--- src/rtl/seq_mult_pkg.sv ---
// seq_mult_pkg: shared state encoding, default operand width and counter-width helper
package seq_mult_pkg;
  typedef enum logic [1:0] {IDLE = 2'd0, RUN = 2'd1, DONE = 2'd2} state_e;
  localparam int WIDTH_DEF = 3;
  function automatic int cnt_w(input int w);
    return (w > 2) ? $clog2(w) : 1;
  endfunction
  localparam int CNT_W_DEF = cnt_w(WIDTH_DEF);
endpackage

--- src/rtl/ripple_adder.sv ---
// ripple_adder: WIDTH-bit ripple-carry adder (a, b -> s, co) from one half_adder and WIDTH-1 full_adders
module half_adder (
  input  logic a,
  input  logic b,
  output logic s,
  output logic c
);
  assign s = a ^ b;
  assign c = a & b;
endmodule

module full_adder (
  input  logic a,
  input  logic b,
  input  logic ci,
  output logic s,
  output logic co
);
  assign s  = a ^ b ^ ci;
  assign co = (a & b) | (ci & (a ^ b));
endmodule

module ripple_adder
  import seq_mult_pkg::*;
#(
  parameter int WIDTH = WIDTH_DEF
) (
  input  logic [WIDTH-1:0] a,
  input  logic [WIDTH-1:0] b,
  output logic [WIDTH-1:0] s,
  output logic             co
);
  logic [WIDTH:1] c;
  half_adder u_ha (.a(a[0]), .b(b[0]), .s(s[0]), .c(c[1]));
  for (genvar i = 1; i < WIDTH; i++) begin : g_fa
    full_adder u_fa (.a(a[i]), .b(b[i]), .ci(c[i]), .s(s[i]), .co(c[i+1]));
  end
  assign co = c[WIDTH];
endmodule

--- src/rtl/seq_mult_ctrl.sv ---
// seq_mult_ctrl: shift-and-add multiplier FSM (clk, rst, start, A, B -> ready, busy, done, P); SEQ_MULT_ZERO_BYPASS_EN skips zero operands
module seq_mult_ctrl
  import seq_mult_pkg::*;
#(
  parameter int WIDTH = WIDTH_DEF
) (
  input  logic               clk,
  input  logic               rst,
  input  logic               start,
  input  logic [WIDTH-1:0]   A,
  input  logic [WIDTH-1:0]   B,
  output logic               ready,
  output logic               busy,
  output logic               done,
  output logic [2*WIDTH-1:0] P
);
  localparam int CW = cnt_w(WIDTH);
  state_e             state_q, state_d;
  logic [CW-1:0]      cnt_q, cnt_d;
  logic [WIDTH-1:0]   mcand_q, mcand_d, mplr_q, mplr_d, acc_q, acc_d, addend, sum;
  logic [2*WIDTH-1:0] p_q, p_d, shifted;
  logic               carry;
  assign addend  = mplr_q[0] ? mcand_q : '0;
  ripple_adder #(.WIDTH(WIDTH)) u_add (.a(acc_q), .b(addend), .s(sum), .co(carry));
  assign shifted = {carry, sum, mplr_q[WIDTH-1:1]};
  always_comb begin
    state_d = state_q;
    cnt_d   = cnt_q;
    mcand_d = mcand_q;
    mplr_d  = mplr_q;
    acc_d   = acc_q;
    p_d     = p_q;
    case (state_q)
      IDLE: if (start) begin
        mcand_d = A;
        mplr_d  = B;
        acc_d   = '0;
        cnt_d   = '0;
        state_d = RUN;
`ifdef SEQ_MULT_ZERO_BYPASS_EN
        if (A == '0 || B == '0) begin
          state_d = DONE;
          p_d     = '0;
        end
`endif
      end
      RUN: begin
        {acc_d, mplr_d} = shifted;
        cnt_d           = cnt_q + CW'(1);
        if (cnt_q == CW'(WIDTH - 1)) begin
          p_d     = shifted;
          state_d = DONE;
        end
      end
      default: state_d = IDLE;
    endcase
  end
  always_ff @(posedge clk) begin
    if (rst) begin
      state_q <= IDLE;
      cnt_q   <= '0;
      mcand_q <= '0;
      mplr_q  <= '0;
      acc_q   <= '0;
      p_q     <= '0;
    end else begin
      state_q <= state_d;
      cnt_q   <= cnt_d;
      mcand_q <= mcand_d;
      mplr_q  <= mplr_d;
      acc_q   <= acc_d;
      p_q     <= p_d;
    end
  end
  assign ready = state_q == IDLE;
  assign busy  = state_q == RUN;
  assign done  = state_q == DONE;
  assign P     = p_q;
endmodule

--- config.mk ---
export PLATFORM = sky130hd
export DESIGN_NAME = seq_mult_ctrl
export DESIGN_NICKNAME = d
export VERILOG_FILES = /design/src/rtl/seq_mult_pkg.sv /design/src/rtl/ripple_adder.sv /design/src/rtl/seq_mult_ctrl.sv
export SDC_FILE = /design/constraint.sdc
export NUM_CORES = 1
export LEC_CHECK = 0
export BUFFER_PORTS_ARGS = -buffer_cell sky130_fd_sc_hd__buf_2
export CORE_AREA = 2 2 44 46
export DETAILED_ROUTE_END_ITERATION = 12
export DIE_AREA = 0 0 46 48
export GPL_TIMING_DRIVEN = 0
export PLACE_DENSITY = 0.73
export SYNTH_ARGS = -nofsm -noshare
export SYNTH_HDL_FRONTEND = slang
export SYNTH_SLANG_ARGS = --single-unit
--- constraint.sdc ---
create_clock -name clk -period 2.32 [get_ports clk]
set_clock_uncertainty 0.05 [all_clocks]
set_input_delay 0.348 -clock clk [delete_from_list [all_inputs] [get_ports clk]]
set_output_delay 0.348 -clock clk [all_outputs]
set_load 0.01 [all_outputs]
==> reports/qor.yml <==
status: "completed"
worstPathRequired_ps: 2470
grt_pass1_vias: 575
antenna_cells: 0
synth.avg_cell_area_um2: 10.2
grt_usage: 0.165
total_power_mw: 0.596
drive_above_1_share: 0.272
power-per-cell-area_nw_per_um2: 611
syn_nets: 96
final_cell_mix: "19 x dfxtp_1, 18 x nor2_1, 17 x buf_2, 10 x mux2i_1, 6 x inv_1"
cts.clk_slew.worst_paths_ps: 110
cts_hold_buf: 0
p_leak_nw: 0.407
ys_seq_area_frac: 0.449
gr-total-overflow: 0
fin_crit_sh: 0.862
arrival_ps: 2150
portBuffers: 16
max_stage_delay_ps: 530
die_width_um: 46
hold_slack_ps: 216
timing.final.ws_setup_ps: 320
coreArea_um2: 1690
io_pins: 18
hold_path_class: "input pin to flip-flop"
num_rows: 15
initial_core_util: 0.501
grt_max_degree: 12
cts_max_path_buffers: 2
max_slew.worst_pin.slew_ps: 413
postCtsSetupBuffers: 0
cts_root_buf: "clkbuf_4"
synth_area_um2: 847
synthToLayoutAreaGrowth_pct: 15.2
dpl_worst_slack_ps: 310
drt_pre_antenna_iters: 2
slowest_stage: "fa_1"
ys_warn_count: 0
hpwl_um: 1170
drv_cap: 0
tns_ps: 0
ys_types: 22
path_delay_family: "adder cells"
nNetsFinal: 117
crit_fanout: 4
crit_top_cell: "fa_1"
finalMaxSlewViolations: 0
drc: 0
vias: 633
slew_headroom: 0.725
htree_levels: 1
cts.sinks: 19
drtIter0Drc: 5
setup_viol_count_final: 0
wl_um: 1510
hold_violations: 0
tritoncts: "built"
viasPerCell: 5.28
finalCriticalPeriod_ps: 2000
crit_chain: "and2_1 -> ha_1 -> inv_1 -> fa_1 -> fa_1 -> a2bb2oi_1 -> nor2_1"
utilization: 0.578
die_y_um: 48
syn_inst: 83
clk-insertion-delay-late_ps: 310
path_buf_inv: 1
start_kind: "flip-flop"
cts_buffers: 3
layout_commonest_cell: "dfxtp_1"
wl_per_cell_um: 12.6
gp_congestion: 0.660
critPathKind: "flip-flop to flip-flop"
die-area_um2: 2210
max_freq_mhz: 500
antenna_found_initial: 0
rsz0062_at_grt: "no"
ant_nets: 0
grt_pass1_wl_um: 2520
cts_resized: 0
crit_path_end_kind: "flip-flop"
ir_worst_vdd_v: 0.000449
rrSetupSlack_ps: 320
synth.ff_latch_count: 19
## registers in the layout, indices dropped and copies added (netlist names)
register and flops:
P 6, acc_q 3, mcand_q 3, mplr_q 3, cnt_q 2, state_q 2
## worst min-delay path: stages
cell and delay [ps]:
buf_2 70, mux2i_1 50, nor2_1 70
## stage by stage
stage | std cells | cell area (µm²)
after floorplan | 83 | 847
after CTS | 120 | 976
after detailed placement | 116 | 948
after global placement | 116 | 948
after global routing | 120 | 976
final | 120 | 976
## final timing paths
kind	start	end	cells after the start
worst min-delay path	A[1]	mcand_q[1]	3
worst max register to register	mplr_q[0]	acc_q[1]	7
worst min register to register	cnt_q[0]	cnt_q[0]	1
worst max-delay path	mplr_q[0]	acc_q[1]	7
## power by group
group | switching (mW) | internal (mW)
combinational | 0.0392 | 0.0356
sequential | 0.00894 | 0.340
clock | 0.108 | 0.0644
## synthesized netlist by cell type
cell | instances | share of area
inv_1 | 6 | 0.027
nand2b_1 | 1 | 0.0074
nor2b_1 | 1 | 0.0074
dfxtp_1 | 19 | 0.45
nor2_1 | 18 | 0.080
buf_4 | 1 | 0.0089
nor3_1 | 2 | 0.012
nand2_1 | 2 | 0.0089
a211oi_2 | 3 | 0.044
o21ba_2 | 1 | 0.012
and3b_1 | 1 | 0.010
a2bb2oi_1 | 4 | 0.041
buf_2 | 1 | 0.0059
o21bai_1 | 1 | 0.0089
and2_1 | 1 | 0.0074
nor3b_4 | 1 | 0.022
clkbuf_1 | 1 | 0.0044
fa_1 | 2 | 0.047
mux2i_1 | 10 | 0.12
ha_1 | 2 | 0.030
a211oi_1 | 4 | 0.035
buf_6 | 1 | 0.013
## logic make-up after synthesis
| family | count (synthesis) | synth area share |
|---|---|---|
| buffers and inverters | 10 | 0.0591 |
| flip-flops | 19 | 0.449 |
| AO/OA/AOI/OAI | 13 | 0.142 |
| adder cells (fa/ha/maj) | 4 | 0.0768 |
| AND/OR/NAND/NOR | 27 | 0.155 |
| multiplexers | 10 | 0.118 |
## layer usage
layer,GRT usage,up-vias,part of all wire
met5,0,-,0
met1,0.219,290,0.47
met2,0.261,15,0.46
met3,0.0226,5,0.046
li1,-,323,-
met4,0.0857,0,0.021
## cell type report
| type | count | area [µm²] |
|---|---|---|
| inverter | 6 | 22.5 |
| sequential | 19 | 380 |
| clock buffer | 3 | 22.5 |
| clock inverter | 1 | 5.00 |
| buffer | 4 | 27.5 |
| timing repair buffer | 16 | 80.1 |
| fill | 167 | 713 |
| tap | 17 | 21.3 |
| multi-input combinational | 54 | 417 |
(Power assumes the default switching activity.)
